### src/rtl/gascon_pkg.sv
// ---------------------------------------------------------------------------
// gascon_pkg
// Shared definitions for the Gascon round scheduler:
//   - sched_state_t : scheduler FSM state encoding
//   - CWIDTH_DEFAULT / RWIDTH_DEFAULT : default state and round-field widths
//   - REQ_MIX / REQ_ABSORB : requester identifiers
// ---------------------------------------------------------------------------
package gascon_pkg;

    localparam int CWIDTH_DEFAULT = 320;
    localparam int RWIDTH_DEFAULT = 4;

    localparam logic REQ_MIX    = 1'b0;
    localparam logic REQ_ABSORB = 1'b1;

    typedef enum logic [2:0] {
        S_IDLE  = 3'd0,
        S_LOAD  = 3'd1,
        S_RUN   = 3'd2,
        S_RESP  = 3'd3,
        S_ERROR = 3'd4
    } sched_state_t;

endpackage

### src/rtl/gascon_round_scheduler_rr_arb2.sv
// ---------------------------------------------------------------------------
// rr_arb2
// Two-way round-robin grant selection.
// Ports:
//   req[1:0] : request lines (index = requester id)
//   rr_ptr   : requester favoured when both request (the one not last served)
//   winner   : id of the selected requester (valid when any_req=1)
//   any_req  : at least one request is pending
// ---------------------------------------------------------------------------
module rr_arb2
    import gascon_pkg::*;
(
    input  logic [1:0] req,
    input  logic       rr_ptr,
    output logic       winner,
    output logic       any_req
);

    always_comb begin
        any_req = |req;
        winner  = REQ_MIX;
        if (req == 2'b11) begin
            winner = rr_ptr;
        end else if (req[1]) begin
            winner = REQ_ABSORB;
        end
    end

endmodule

### src/rtl/gascon_round_scheduler.sv
// ---------------------------------------------------------------------------
// gascon_round_scheduler
// Shares one Gascon core-round instance between two requesters. A round-robin
// winner's state is latched, the core is run for the requested number of
// rounds back-to-back (one LOAD + RUN pair per round), and the permuted state
// is returned on a valid/ready response. A per-round watchdog traps a stalled
// core into a sticky ERROR state that only reset leaves.
// Ports:
//   clk, reset_n              : clock (rising edge), async active-low reset
//   req, req_state, req_rounds: two request channels {1,0}
//   gnt                       : one-hot one-cycle grant pulse
//   rsp_valid/rsp_id/rsp_state/rsp_ready : result handshake
//   busy, err                 : status (err is sticky)
//   core_reset, core_c, core_round, core_cout, core_done : shared core link
// ---------------------------------------------------------------------------
module gascon_round_scheduler
    import gascon_pkg::*;
#(
    parameter int CWIDTH  = CWIDTH_DEFAULT,
    parameter int RWIDTH  = RWIDTH_DEFAULT,
    parameter int TIMEOUT = 64
) (
    input  logic                clk,
    input  logic                reset_n,
    input  logic [1:0]          req,
    input  logic [2*CWIDTH-1:0] req_state,
    input  logic [2*RWIDTH-1:0] req_rounds,
    output logic [1:0]          gnt,
    output logic                rsp_valid,
    output logic                rsp_id,
    output logic [CWIDTH-1:0]   rsp_state,
    input  logic                rsp_ready,
    output logic                busy,
    output logic                err,
    output logic                core_reset,
    output logic [CWIDTH-1:0]   core_c,
    output logic [RWIDTH-1:0]   core_round,
    input  logic [CWIDTH-1:0]   core_cout,
    input  logic                core_done
);

    localparam int WW = (TIMEOUT > 1) ? $clog2(TIMEOUT) : 1;
    localparam logic [WW-1:0] WDOG_LAST = WW'(TIMEOUT - 1);

    sched_state_t      state, state_nx;
    logic              rr_ptr;
    logic              id_reg;
    logic [RWIDTH-1:0] rounds_reg;
    logic [RWIDTH-1:0] rnd;
    logic [WW-1:0]     wdog;
    logic [CWIDTH-1:0] st_reg;

    logic              winner;
    logic              any_req;
    logic [CWIDTH-1:0] win_state;
    logic [RWIDTH-1:0] win_rounds;
    logic              last_rnd;
    logic              err_set;

    rr_arb2 u_arb (
        .req     (req),
        .rr_ptr  (rr_ptr),
        .winner  (winner),
        .any_req (any_req)
    );

    assign win_state  = winner ? req_state[2*CWIDTH-1:CWIDTH]  : req_state[CWIDTH-1:0];
    assign win_rounds = winner ? req_rounds[2*RWIDTH-1:RWIDTH] : req_rounds[RWIDTH-1:0];
    // rounds_reg is non-zero whenever RUN is reached, so the subtraction never wraps there.
    assign last_rnd   = (rnd == rounds_reg - RWIDTH'(1));

    always_comb begin
        state_nx   = state;
        gnt        = 2'b00;
        rsp_valid  = 1'b0;
        rsp_id     = 1'b0;
        rsp_state  = '0;
        busy       = 1'b1;
        core_reset = 1'b1;
        core_c     = '0;
        core_round = '0;
        err_set    = 1'b0;
        case (state)
            S_IDLE: begin
                busy = 1'b0;
                if (any_req) begin
                    gnt      = winner ? 2'b10 : 2'b01;
                    state_nx = (win_rounds == '0) ? S_RESP : S_LOAD;
                end
            end
            S_LOAD: begin
                core_c     = st_reg;
                core_round = rnd;
                state_nx   = S_RUN;
            end
            S_RUN: begin
                core_reset = 1'b0;
                core_c     = st_reg;
                core_round = rnd;
                // A done arriving on the watchdog's last cycle still counts.
                if (core_done) begin
                    state_nx = last_rnd ? S_RESP : S_LOAD;
                end else if (wdog == WDOG_LAST) begin
                    err_set  = 1'b1;
                    state_nx = S_ERROR;
                end
            end
            S_RESP: begin
                rsp_valid = 1'b1;
                rsp_id    = id_reg;
                rsp_state = st_reg;
                if (rsp_ready) begin
                    state_nx = S_IDLE;
                end
            end
            S_ERROR: begin
                state_nx = S_ERROR;
            end
            default: begin
                state_nx = S_IDLE;
            end
        endcase
    end

    always_ff @(posedge clk or negedge reset_n) begin
        if (!reset_n) begin
            state      <= S_IDLE;
            rr_ptr     <= 1'b0;
            err        <= 1'b0;
            id_reg     <= 1'b0;
            rounds_reg <= '0;
            rnd        <= '0;
            wdog       <= '0;
        end else begin
            state <= state_nx;
            case (state)
                S_IDLE: begin
                    if (any_req) begin
                        id_reg     <= winner;
                        rounds_reg <= win_rounds;
                        rnd        <= '0;
                    end
                end
                S_LOAD: begin
                    wdog <= '0;
                end
                S_RUN: begin
                    wdog <= wdog + WW'(1);
                    if (core_done && !last_rnd) begin
                        rnd <= rnd + RWIDTH'(1);
                    end
                    if (err_set) begin
                        err <= 1'b1;
                    end
                end
                S_RESP: begin
                    if (rsp_ready) begin
                        rr_ptr <= ~id_reg;
                    end
                end
                default: ;
            endcase
        end
    end

    // Working state carries no reset: it is only observable through outputs
    // that are gated by the FSM state.
    always_ff @(posedge clk) begin
        if (state == S_IDLE && any_req) begin
            st_reg <= win_state;
        end else if (state == S_RUN && core_done) begin
            st_reg <= core_cout;
        end
    end

endmodule
### config.mk
export PLATFORM = sky130hd
export DESIGN_NAME = gascon_round_scheduler
export DESIGN_NICKNAME = d
export VERILOG_FILES = /design/src/rtl/gascon_pkg.sv /design/src/rtl/gascon_round_scheduler_rr_arb2.sv /design/src/rtl/gascon_round_scheduler.sv
export SDC_FILE = /design/constraint.sdc
export NUM_CORES = 1
export LEC_CHECK = 0
export BUFFER_PORTS_ARGS = -buffer_cell sky130_fd_sc_hd__buf_2
export CAP_MARGIN = 20
export CORE_AREA = 2 2 641 643
export DETAILED_ROUTE_END_ITERATION = 8
export DIE_AREA = 0 0 643 645
export SETUP_SLACK_MARGIN = 0.1
export SLEW_MARGIN = 5
export SYNTH_ARGS = -nofsm -noshare
export SYNTH_HDL_FRONTEND = slang
export SYNTH_SLANG_ARGS = --single-unit
### constraint.sdc
create_clock -name clk -period 19.8 [get_ports clk]
set_input_delay 3.96 -clock clk [delete_from_list [all_inputs] [get_ports clk]]
set_output_delay 3.96 -clock clk [all_outputs]
set_load 0.1 [all_outputs]
==> out/metrics.csv, run 1 <==
stage,metric,value,unit
sta,clock.fmax,105,MHz
yosys,synth_common_cells,"328 x nand2_1, 326 x and2_1, 323 x mux2i_1",
cts,cts-buffers-inserted,55,
worst_setup_path,startpoint_type,input pin,
route,wl_per_cell,38.6,microns
yosys,ys_top_cells_by_area,"edfxtp_1 44%, mux2i_1 15%, and2_1 9.4%",
route,wl,363,mm
yosys,synth_ff_type,edfxtp_1,
worst_setup_path,cp_max_fo,24,
grt,grt.overflow.total,0,
sta,rsz0062_at_grt,no,
sta,skew,0.0386,ns
cells_and_area,seq_area,10100,sq um
min_path,hold_path_class,reg2reg,
cts,clk_latency,0.76,ns
floorplan,core,408000,sq um
sta,fin_setup_tns,0,ns
worst_setup_path,cp-end-kind,output port,
cts,cts_setup_buffers,0,
yosys,synth_top_area_cell,edfxtp_1,
sta,max_slew_margin,26.8,%
route,vias,27554,
worst_setup_path,worstSetupPathType,in2out,
cells_and_area,syn2layout_area_growth,76.2,%
yosys,synth-edff-count,320,
grt,grt_max_degree,147,
yosys,avgSynthCellArea,9.63,sq um
grt,grt.total_usage,16.8,%
yosys,synth.distinct_cells,41,
floorplan,core.rowCount,235,
cells_and_area,multi_input_area,10700,sq um
status,outcome,finished with violations,
route,via_per_inst,2.93,
cells_and_area,largest_reg_flops,320,
cts,clock_sinks,340,
cts,cts_resized,0,
sta,maxSlewViolCount,0,
route,antenna_left,2,
sta,final.period_utilization,48.0,%
yosys,ys_seq_elements,340,
yosys,synthCells,2262,
floorplan,die_x,643,microns
cts,htree_levels,2,
cts,clk_pin_slew,0.06,ns
yosys,yosys.area.top_type_share,44.1,%
yosys,synthArstFlopShare,5.88,%
yosys,ys_seq_area_share,46.4,%
sta,tightest_slew,1.10,ns
cts,cts_buffer_depth,3,
cells_and_area,fin_nets,4744,
floorplan,io_pins,1625,
yosys,yosysMostFrequentCell,nand2_1,
route,remaining_drc_errors,0,
cts,cts_tree,built,
yosys,ys.warnings.count,0,
placement,dp.cells,9161,
cells_and_area,final_layout_size_suffix_gt1_share,46.5,%
worst_setup_path,worstPathRequired,15.84,ns
grt,grt_first_pass_wirelength,417,mm
placement,gp_congestion,1.00,
placement,place_area,36100,sq um
sta,fin_crit,9.51,ns
floorplan,die_area,415000,sq um
floorplan,die_height,645,microns
cts,cts-root-buf,clkbuf_16,
yosys,syn-num-nets,3239,
grt,grt_pass1_vias,24687,
status,failed_checks,antenna rules,
flow_run,maxCapViolCount,0,
route,drtPass1Iterations,6,
floorplan,start_util,5.34,%
cells_and_area,n_fill_cell,47929,
yosys,syn_area,21800,sq um
cells_and_area,final_cells,9405,
cells_and_area,design_area,38400,sq um
sta,hold_viol,0,
grt,antenna_found_initial,490,
worst_setup_path,worstPathArrival,5.55,ns
cts,cts_hold_buf,0,
placement,port_buffers,1624,
placement,hpwl,328,mm
sta,setup_viol,0,
route,drt_iter0_markers,3308,
-- metal layers --
layer	vias up	part of all wire, %	track usage (%)
met5	-	0.48	0
met4	254	3.7	4.57
met3	924	16	11.5
met2	2325	41	25.1
met1	12824	38	19.2
li1	11227	-	-
-- placed cells by master, fill, tap and decap left out, drive strengths merged, types with 7 or more instances in the layout --
cell,n
nor2,9
nand3,7
mux2i,323
o21ai,332
edfxtp,320
clkinv,18
dfrtp,20
inv,15
and2,326
nand2,328
clkbuf,69
buf,1667
and3,321
diode,142
-- final timing paths --
path | cells past startpoint | slack, ns | to | start
setup reg to reg | 7 | 14.94 | st_reg[12] | rr_ptr
max in group asynchronous | 1 | 16.22 | state[1] | reset_n
setup / recovery | 5 | 10.29 | gnt[0] | req[0]
hold reg to reg | 1 | 0.51 | wdog[0] | wdog[0]
hold / removal | 1 | 0.51 | wdog[0] | wdog[0]
min in group asynchronous | 1 | 3.20 | state[1] | reset_n
-- worst max-delay path: stages --
cell and delay, ns:
buf_2 0.15, inv_1 0.10, o21ai_4 0.69, nor2b_1 0.22, buf_2 0.44
-- metrics by stage --
| step | setup slack, ns | hold slack [ns] | utilization (%) |
|---|---|---|---|
| 4_1_cts | 10.28 | 0.509 | 9.32 |
| 2_1_floorplan | 3.58 | 0.451 | - |
| 6_report | 10.29 | 0.507 | 9.40 |
| 3_3_place_gp | 10.27 | 0.490 | 8.85 |
| 5_1_grt | 10.20 | 0.530 | 9.34 |
| 3_5_place_dp | 10.29 | 0.492 | 8.85 |
-- cell type report --
class / count / share of cell area (%)
repair buffers: 1667 / 22.1
diodes: 142 / 0.926
well taps: 5451 / 17.8
multi-input cells: 1695 / 27.9
clock buffers: 69 / 3.97
flip-flops and latches: 340 / 26.4
inverters: 8 / 0.0783
clock inverters: 33 / 0.939
-- logic make-up (layout without fill, tap and decap cells) --
kind of cell             count (synthesis)  count (layout)  synth area share, %
adder cells (fa/ha/maj)                  3               3                0.172
buffers and inverters                  227            1777                 4.62
other                                    0             142                    0
XOR/XNOR                                 7               7                0.345
flip-flops                             340             340                 46.4
multiplexers                           325             325                 14.9
AND/OR/NAND/NOR                       1007            1007                 25.0
AO/OA/AOI/OAI                          353             353                 8.45
Power of run 1 is not shown: default switching activity piles up to over one toggle a cycle in this logic, so the estimate is an artifact.
==> run 2: changes to the inputs <==
CORE_AREA = 2 2 633 635   (was 2 2 641 643)
DIE_AREA = 0 0 635 637   (was 0 0 643 645)
clock period = 8.78 ns   (was 19.8 ns; I/O delays follow)
==> run 2 against run 1 <==
  * Clock-buffer cell count decreased by 8
  * Clock skew rose by 0.0037 ns
  * Die area fell by 2.5%
  * Sequential share of layout area is essentially flat
  * Sequential cell count unchanged
  * The flow finishes with violations (slew limit)
  * Critical path depth is the same
  * First-iteration DRC count down 0.15%
  * Utilization rose by 0.23 points
  * Setup slack got worse by 7.5 ns
  * Via count rose by 1.0%
==> out/metrics.csv, run 2 (synthesis gave the netlist of run 1 again) <==
stage,metric,value,unit,change
flow_run,maxCapViolCount,0,,unchanged
worst_setup_path,worstSetupPathType,reg2out,,
grt,grt_first_pass_wirelength,436,mm,+4.7%
sta,setup_viol,0,,unchanged
sta,timing.final.ws_setup,2.82,ns,-7.47 ns
cts,cts-root-buf,clkbuf_16,,
cts,cts_tree,built,,
worst_setup_path,worstPathRequired,7.02,ns,-8.82 ns
route,antenna_left,0,,-2
sta,clock.fmax,168,MHz,
worst_setup_path,regToRegSetupSlack,4.77,ns,-10.17 ns
cts,clk_pin_slew,0.06,ns,about the same
cells_and_area,layout_commonest_cell,buf_2,,
cts,cts_hold_buf,0,,unchanged
worst_setup_path,startpoint_type,flip-flop,,
grt,grt.total_usage,17.9,%,+1.1 points
cells_and_area,final_layout_size_suffix_gt1_share,46.7,%,+0.22 points
route,remaining_drc_errors,0,,unchanged
sta,holdWs,0.486,ns,-0.0216 ns
worst_setup_path,r2r_start,state[1],,
cts,htree_levels,2,,unchanged
cells_and_area,largest_reg_flops,320,,unchanged
sta,skew,0.0422,ns,+0.00367 ns
min_path,holdPathStages,1,,unchanged
placement,gp_congestion,1.04,,+3.5%
worst_setup_path,worstPathArrival,4.20,ns,-1.35 ns
route,drt_iter0_markers,3303,,-0.15%
placement,port_buffers,1624,,unchanged
floorplan,die_x,635,microns,-1.2%
min_path,hold_path_class,reg2reg,,
min_path,min_from,err,,
sta,final.period_utilization,67.9,%,
placement,hpwl,340,mm,+3.6%
worst_setup_path,max_stage_delay,0.74,ns,+0.05 ns
floorplan,start_util,5.47,%,+0.14 points
route,drtPass1Iterations,6,,unchanged
status,outcome,finished with violations,,
cts,cts_buffer_depth,3,,unchanged
route,via_per_inst,3.02,,+3.2%
floorplan,core,398000,sq um,-2.5%
cells_and_area,syn2layout_area_growth,76.0,%,
floorplan,io_pins,1625,,unchanged
grt,grt_max_degree,186,,+27%
route,wl_per_cell,40.9,microns,+6.1%
placement,place_ws,3.55,ns,-6.74 ns
worst_setup_path,path_cells,"nor2b_4, buf_12, buf_4, and3_1, buf_2",,
cts,cts_setup_buffers,0,,unchanged
floorplan,die_height,637,microns,-1.2%
worst_setup_path,r2r_cells,5,,-2
cts,cts_resized,0,,unchanged
sta,maxSlewViolCount,74,,+74
grt,grt.overflow.total,0,,unchanged
sta,hold_viol,0,,unchanged
worst_setup_path,cp_max_fo,129,,+440%
floorplan,die_area,404000,sq um,-2.5%
cts,cts-buffers-inserted,57,,+3.6%
sta,rsz0062_at_grt,no,,
cts,clock_sinks,340,,unchanged
route,wl,377,mm,+3.9%
sta,fin_setup_tns,0,ns,unchanged
grt,grt_pass1_vias,25663,,+4.0%
min_path,min_to,err,,
cells_and_area,mostFrequentLayoutCells,"1624 x buf_2, 328 x nand2_1, 326 x and2_1",,
grt,antenna_found_initial,421,,-14%
cells_and_area,fin_nets,4735,,-0.19%
worst_setup_path,cp-end-kind,output port,,
sta,fin_crit,5.96,ns,
route,vias,27841,,+1.0%
sta,max_slew_margin,-9.40,%,-36 points
worst_setup_path,slowest_stage,buf_4,,
sta,tightest_slew,1.64,ns,+0.543 ns
cells_and_area,final_util,9.63,%,+0.23 points
worst_setup_path,rr_endpoint,st_reg[311],,
status,failed_checks,slew limit,,
cts,clk_latency,0.78,ns,+0.02 ns
floorplan,core.rowCount,232,,-1.3%
[run 2: area by class of cell]
| type | count | area (sq um) |
|---|---|---|
| Antenna cell | 139 | 348 |
| Clock buffer | 61 | 1440 |
| Clock inverter | 45 | 566 |
| Fill cell | 46448 | 360000 |
| Inverter | 8 | 42.5 |
| Multi-Input combinational cell | 1695 | 10700 |
| Sequential cell | 340 | 10100 |
| Tap cell | 5265 | 6590 |
| Timing Repair Buffer | 1656 | 8510 |
[run 2: per-stage QoR]
stage / instances / cell area (sq um)
after global routing: 9109 / 38100
final: 9209 / 38300
after floorplan: 2262 / 21800
after CTS: 9069 / 38000
after global placement: 8963 / 35900
after detailed placement: 8963 / 36000
[run 2: how the worst max path moves through the flow]
stage,from,depth (start not counted),to,slack [ns]
6_report,state[0],5,rsp_state[149],2.82
5_1_grt,state[0],5,rsp_state[149],2.62
4_1_cts,state[0],5,rsp_state[149],2.68
3_5_place_dp,state[0],5,rsp_state[149],3.55
3_3_place_gp,state[0],5,rsp_state[149],3.62
2_1_floorplan,core_done,5,rnd[2],-5.18
[run 2: metal layers]
layer	vias up	global-route usage (%)	share of wire, %
met5	-	0	0.32
met4	180	3.87	2.6
met3	644	8.17	12
met2	2254	28.7	45
met1	13575	21.8	40
li1	11188	-	-
[run 2: critical path: cells and delay by family, from the launching register on]
kind | cells | cell delay, ns
buffers and inverters | 3 | 1.70
flip-flops | 1 | 0.55
AND/OR/NAND/NOR | 2 | 0.75
Power of run 2 is left out for the same reason.
